--- src/rtl/pardcore_ctrl_regs.sv ---
// AXI4-Lite register slave driving pardcore static controls, per-core reset holds and sticky DMA interrupts.
// One write and one read in flight; B/R responses are registered and held until accepted.
module pardcore_ctrl_regs #(
  parameter int          ADDR_WIDTH = 12,
  parameter int          RST_CYCLES = 16,
  parameter logic [31:0] ID_VALUE   = 32'h5041_5244
) (
  input  logic                  coreclk,
  input  logic                  corersts,
  input  logic [ADDR_WIDTH-1:0] s_axilite_awaddr,
  input  logic                  s_axilite_awvalid,
  output logic                  s_axilite_awready,
  input  logic [31:0]           s_axilite_wdata,
  input  logic [3:0]            s_axilite_wstrb,
  input  logic                  s_axilite_wvalid,
  output logic                  s_axilite_wready,
  output logic [1:0]            s_axilite_bresp,
  output logic                  s_axilite_bvalid,
  input  logic                  s_axilite_bready,
  input  logic [ADDR_WIDTH-1:0] s_axilite_araddr,
  input  logic                  s_axilite_arvalid,
  output logic                  s_axilite_arready,
  output logic [31:0]           s_axilite_rdata,
  output logic [1:0]            s_axilite_rresp,
  output logic                  s_axilite_rvalid,
  input  logic                  s_axilite_rready,
  output logic [2:0]            nohype_settings,
  output logic [1:0]            corerstn,
  input  logic [1:0]            intrs,
  output logic                  irq
);
  localparam int              CW          = $clog2(RST_CYCLES + 1);
  localparam logic [CW-1:0]   RST_LOAD    = CW'(RST_CYCLES);
  localparam logic [1:0]      RESP_OKAY   = 2'b00;
  localparam logic [1:0]      RESP_SLVERR = 2'b10;

  logic                  awready_r, wready_r, bvalid_r, rvalid_r;
  logic [ADDR_WIDTH-1:0] awaddr_q;
  logic [5:0]            wdata_q;
  logic                  wstrb0_q;
  logic [1:0]            bresp_r, rresp_r;
  logic [31:0]           rdata_r;
  logic [2:0]            nh_r;
  logic [1:0]            irq_en;
  logic [CW-1:0]         cnt [2];
  logic [1:0]            corerstn_r, intrs_q, rise_q, status;
  logic                  irq_r;

  logic                  aw_hs, w_hs, ar_hs, commit;
  logic [ADDR_WIDTH-1:0] waddr;
  logic [5:0]            wdat;
  logic                  wstrb0, wr_bad, wr_en, rd_bad, ctrl_wr;
  logic [1:0]            wr_sel, rd_sel, rst_set, clr;
  logic [31:0]           rd_val;
  logic                  unused_ok;

  assign aw_hs  = s_axilite_awvalid & awready_r;
  assign w_hs   = s_axilite_wvalid & wready_r;
  assign ar_hs  = s_axilite_arvalid & ~rvalid_r;
  // A beat counts as present if it handshakes now or was captured earlier.
  assign commit = (aw_hs | ~awready_r) & (w_hs | ~wready_r) & ~bvalid_r;

  assign waddr   = aw_hs ? s_axilite_awaddr : awaddr_q;
  assign wdat    = w_hs ? s_axilite_wdata[5:0] : wdata_q;
  assign wstrb0  = w_hs ? s_axilite_wstrb[0] : wstrb0_q;
  assign wr_bad  = |waddr[ADDR_WIDTH-1:4];
  assign wr_sel  = waddr[3:2];
  assign wr_en   = commit & ~wr_bad & wstrb0;
  assign ctrl_wr = wr_en && (wr_sel == 2'd0);
  assign rst_set = (wr_en && (wr_sel == 2'd1)) ? wdat[1:0] : 2'b00;
  assign clr     = (wr_en && (wr_sel == 2'd2)) ? wdat[1:0] : 2'b00;

  assign rd_bad = |s_axilite_araddr[ADDR_WIDTH-1:4];
  assign rd_sel = s_axilite_araddr[3:2];

  always_comb begin
    rd_val = '0;
    if (!rd_bad) begin
      case (rd_sel)
        2'd0:    rd_val = {26'd0, irq_en, 1'b0, nh_r};
        2'd1:    rd_val = {30'd0, ~corerstn_r};
        2'd2:    rd_val = {30'd0, status};
        default: rd_val = ID_VALUE;
      endcase
    end
  end

  always_ff @(posedge coreclk) begin
    if (corersts) begin
      awready_r  <= 1'b1;
      wready_r   <= 1'b1;
      bvalid_r   <= 1'b0;
      bresp_r    <= RESP_OKAY;
      rvalid_r   <= 1'b0;
      rresp_r    <= RESP_OKAY;
      rdata_r    <= '0;
      awaddr_q   <= '0;
      wdata_q    <= '0;
      wstrb0_q   <= 1'b0;
      nh_r       <= '0;
      irq_en     <= '0;
      cnt[0]     <= RST_LOAD;
      cnt[1]     <= RST_LOAD;
      corerstn_r <= 2'b00;
      intrs_q    <= 2'b00;
      rise_q     <= 2'b00;
      status     <= 2'b00;
      irq_r      <= 1'b0;
    end else begin
      if (bvalid_r && s_axilite_bready) begin
        awready_r <= 1'b1;
        wready_r  <= 1'b1;
      end else begin
        if (aw_hs) awready_r <= 1'b0;
        if (w_hs)  wready_r  <= 1'b0;
      end
      if (aw_hs) awaddr_q <= s_axilite_awaddr;
      if (w_hs) begin
        wdata_q  <= s_axilite_wdata[5:0];
        wstrb0_q <= s_axilite_wstrb[0];
      end
      if (commit) begin
        bvalid_r <= 1'b1;
        bresp_r  <= wr_bad ? RESP_SLVERR : RESP_OKAY;
      end else if (s_axilite_bready) begin
        bvalid_r <= 1'b0;
      end

      if (ar_hs) begin
        rvalid_r <= 1'b1;
        rdata_r  <= rd_val;
        rresp_r  <= rd_bad ? RESP_SLVERR : RESP_OKAY;
      end else if (s_axilite_rready) begin
        rvalid_r <= 1'b0;
      end

      if (ctrl_wr) begin
        nh_r   <= wdat[2:0];
        irq_en <= wdat[5:4];
      end

      // A reload always restarts the full hold, even mid-count.
      for (int i = 0; i < 2; i++) begin
        if (rst_set[i])
          cnt[i] <= RST_LOAD;
        else if (cnt[i] != '0)
          cnt[i] <= cnt[i] - CW'(1);
        corerstn_r[i] <= (cnt[i] == '0);
      end

      intrs_q <= intrs;
      rise_q  <= intrs & ~intrs_q;
      status  <= (status & ~clr) | rise_q;
      irq_r   <= |(status & irq_en);
    end
  end

  assign s_axilite_awready = awready_r;
  assign s_axilite_wready  = wready_r;
  assign s_axilite_bvalid  = bvalid_r;
  assign s_axilite_bresp   = bresp_r;
  assign s_axilite_arready = ~rvalid_r;
  assign s_axilite_rvalid  = rvalid_r;
  assign s_axilite_rresp   = rresp_r;
  assign s_axilite_rdata   = rdata_r;
  assign nohype_settings   = nh_r;
  assign corerstn          = corerstn_r;
  assign irq               = irq_r;

  assign unused_ok = ^{s_axilite_wdata[31:6], s_axilite_wstrb[3:1],
                       s_axilite_awaddr[1:0], s_axilite_araddr[1:0]};
endmodule

--- config.mk ---
export PLATFORM = sky130hd
export DESIGN_NAME = pardcore_ctrl_regs
export DESIGN_NICKNAME = d
export VERILOG_FILES = /design/src/rtl/pardcore_ctrl_regs.sv
export SDC_FILE = /design/constraint.sdc
export NUM_CORES = 1
export LEC_CHECK = 0
export BUFFER_PORTS_ARGS = -buffer_cell sky130_fd_sc_hd__buf_2
export CAP_MARGIN = 20
export CORE_MARGIN = 2
export CORE_UTILIZATION = 35
export DETAILED_ROUTE_END_ITERATION = 8
export PLACE_DENSITY_LB_ADDON = 0.12
export SYNTH_ARGS = -nofsm -noshare
export SYNTH_HDL_FRONTEND = slang
export SYNTH_SLANG_ARGS = --single-unit
--- constraint.sdc ---
create_clock -name coreclk -period 2.5 [get_ports coreclk]
set_input_delay 0.125 -clock coreclk [delete_from_list [all_inputs] [get_ports coreclk]]
set_output_delay 0.125 -clock coreclk [all_outputs]
set_load 0.1 [all_outputs]
==> results.sh <==
export IMPL_crit_slowest_cell="a2111o_1"
export IMPL_cts_setup_buffers=0
export IMPL_synth_fa_ha_area_share_pct=1.55
export IMPL_yosysWarnings=0
export IMPL_crit_chain="a21bo_1, a2111o_1, a2111oi_4, nand2b_1"
export IMPL_placementRows=30
export IMPL_placed_cells=390
export IMPL_crit_buf_inv=0
export IMPL_antenna_found_initial=0
export IMPL_p_leak_uw=0.00120
export IMPL_period_share_pct=83.4
export IMPL_power_density_mw_per_mm2=765
export IMPL_grt_pass1_wl_um=7670
export IMPL_max_cap_violations=0
export IMPL_relSlewSlack_pct=44.1
export IMPL_cts_sinks=52
export IMPL_synth_edf_count=10
export IMPL_postSynthAreaPerCell_um2=9.36
export IMPL_final_antenna_net_count=0
export IMPL_synthArstFlopShare_pct=0
export IMPL_synth_mux_area_share_pct=3.16
export IMPL_synth_top_family_by_area="simple AND/OR/NAND/NOR gates"
export IMPL_via_per_inst=4.68
export IMPL_hold_buffers=0
export IMPL_hp_class="in -> reg"
export IMPL_die_area_mm2=0.00758
export IMPL_ys_ff_latch=52
export IMPL_setup_viol=0
export IMPL_skew_ps=10.6
export IMPL_synth_compound_area_share_pct=12.5
export IMPL_ctsResizeCount=0
export IMPL_path_clk_slew_ps=90
export IMPL_synth_area_mm2=0.00242
export IMPL_place_congestion=0.716
export IMPL_numCtsBuffers=5
export IMPL_cts_tree="yes"
export IMPL_ctsLongestPathBuffers=2
export IMPL_critPathMaxStageDelay_ps=530
export IMPL_criticalPathCategory="reg -> reg"
export IMPL_grt_pass1_vias=1627
export IMPL_core_mm2=0.00672
export IMPL_gr_usage_all_layers_pct=12.9
export IMPL_ios=116
export IMPL_fin_nets=389
export IMPL_die_w_um=87.1
export IMPL_via_count=1862
export IMPL_hpwl_um=3540
export IMPL_fin_tns_setup_ps=0
export IMPL_first_pass_iters=4
export IMPL_synthXorXnorAreaFrac_pct=1.81
export IMPL_path_delay_family="compound AO/OA/AOI/OAI gates"
export IMPL_worstSetupEndpointType="flip-flop"
export IMPL_clkLatencyLatePin_ps=300
export IMPL_status="finished, final reports clean"
export IMPL_grt_setup_unrepaired="false"
export IMPL_peakVddDrop_uv=389
export IMPL_ys_seq_area_share_pct=47.2
export IMPL_route_detailed_drc=0
export IMPL_fin_hold_ws_ps=71.8
export IMPL_synth_flop_cell="dfxtp_1"
export IMPL_routedWlPerCell_um=12.0
export IMPL_port_buffers=60
export IMPL_initial_utilization_pct=36.0
export IMPL_cts_root_buffer="clkbuf_8"
export IMPL_required_ps=2490
export IMPL_worstSetupStartpointType="flip-flop"
export IMPL_worst_pin_slew_ps=838
export IMPL_diodes=0
export IMPL_synth_simple_gate_area_share_pct=22.7
export IMPL_post_route_min_period_ps=2090
export IMPL_syn_to_final_growth_pct=15.6
export IMPL_grt_max_degree=46
export IMPL_wl_um=4770
export IMPL_hold_viol_final=0
export IMPL_yosysUniqueCellTypes=38
export IMPL_crit_path_max_fanout=8
export IMPL_max_freq_ghz=0.480
export IMPL_worst_endpoint_arrival_ps=2070
export IMPL_drive_gt1_share_pct=26.1
export IMPL_instances_no_fill=398
export IMPL_drt_iter0_drc=49
export IMPL_die_y_um=87.1
export IMPL_slew_viol_final=0
export IMPL_synthCells=258
export IMPL_cts_max_level=2
export IMPL_overflow=0
==> cells in the mapped netlist, drive strengths merged (2+ instances only) <==
cell      n  area, µm²
dfxtp    42        841
nand2    31        116
buf      28        210
a21oi    23        115
nor2     15       56.3
nor2b    11       68.8
edfxtp   10        300
nor3     10       50.1
clkbuf    8       30.0
nand2b    8       50.1
nor4      8       50.1
inv       6       22.5
nand3     6       30.0
mux2      5       56.3
xnor2     5       43.8
a211oi    4       30.0
or3       4       25.0
and2      3       18.8
ha        3       37.5
o21ai     3       15.0
or4       3       22.5
a2111oi   2       55.1
a22oi     2       15.0
a32oi     2       17.5
mux2i     2       20.0
nand3b    2       15.0
==> through the flow <==
step	worst slack, ps	utilization, %	power [µW]	area (µm²)
final	415	41.6	2140	2790
after global routing	265	41.6	2260	2790
after CTS	381	41.6	2170	2790
after detailed placement	409	40.4	1710	2710
after global placement	385	40.4	1700	2710
after floorplan	19.2	-	1600	2490
==> logic make-up after synthesis <==
| group | after synthesis |
|---|---|
| buffers and inverters | 42 |
| multiplexers | 7 |
| flip-flops | 52 |
| other | 1 |
| adder cells (fa/ha/maj) | 3 |
| AO/OA/AOI/OAI | 42 |
| AND/OR/NAND/NOR | 106 |
| XOR/XNOR | 5 |
==> final timing paths <==
kind / cells after the start / slack (ps) / end / start
hold / removal: 2 / 70 / intrs_q[0]$_SDFF_PP0_ / intrs[0]
setup / recovery: 4 / 410 / cnt[1][4]$_SDFFCE_PN1P_ / s_axilite_wready$_SDFFE_PP1N_
hold reg to reg: 1 / 380 / rise_q[1]$_SDFF_PP0_ / intrs_q[1]$_SDFF_PP0_
setup reg to reg: 4 / 410 / cnt[1][4]$_SDFFCE_PN1P_ / s_axilite_wready$_SDFFE_PP1N_
==> worst reg2reg max path, cell delays in order (launching register included) <==
cell       delay [ps]
dfxtp_2           360
a21bo_1           180
a2111o_1          530
a2111oi_4         390
nand2b_1          310
==> registers in the layout, summed over array words and instances (netlist names), 2 cells and up <==
register         cells
awaddr_q            10
cnt                 10
s_axilite_rdata      6
wdata_q              5
nohype_settings      3
corerstn             2
intrs_q              2
irq_en               2
rise_q               2
status               2
==> cells in the final DEF (no fill, tap or decap), types with 2 or more instances in the layout <==
cell type and count:
nor3_1 10, conb_1 21, a22oi_1 2, a211oi_1 4
nand3b_1 2, or4_1 3, nand2_1 31, or3_1 4
dfxtp_1 41, xnor2_1 5, nor2_1 15, clkbuf_8 5
nand3_1 6, o21ai_0 3, clkbuf_1 2, mux2_2 5
ha_1 3, buf_2 60, and2_1 3, mux2i_1 2
a21oi_1 23, buf_4 8, a2111oi_4 2, inv_1 6
nand2b_1 8, edfxtp_1 10, nor2b_1 11, a32oi_1 2
nor4_1 8
==> layer usage <==
metal  vias to the layer above  global-route usage, %  wire length, µm
met5                         -                      0                0
met4                         0                   4.26               63
met3                         6                   3.22              243
met2                        51                   21.3             2210
met1                       835                   16.4             2260
li1                        970                      -                -
==> final cells by class <==
class                      instances  area [µm²]
tap                               80         100
inverter                           6        22.5
fill                             716        3930
clock inverter                     1        3.75
sequential                        52        1140
clock buffer                       7        76.3
multi-input combinational        184        1090
timing repair buffer              68         360
==> where the power goes <==
part           internal [µW]  switching, µW
Sequential               979           66.5
Combinational            197            439
Clock                    196            259
No activity file was read; power rests on OpenSTA's default activity.
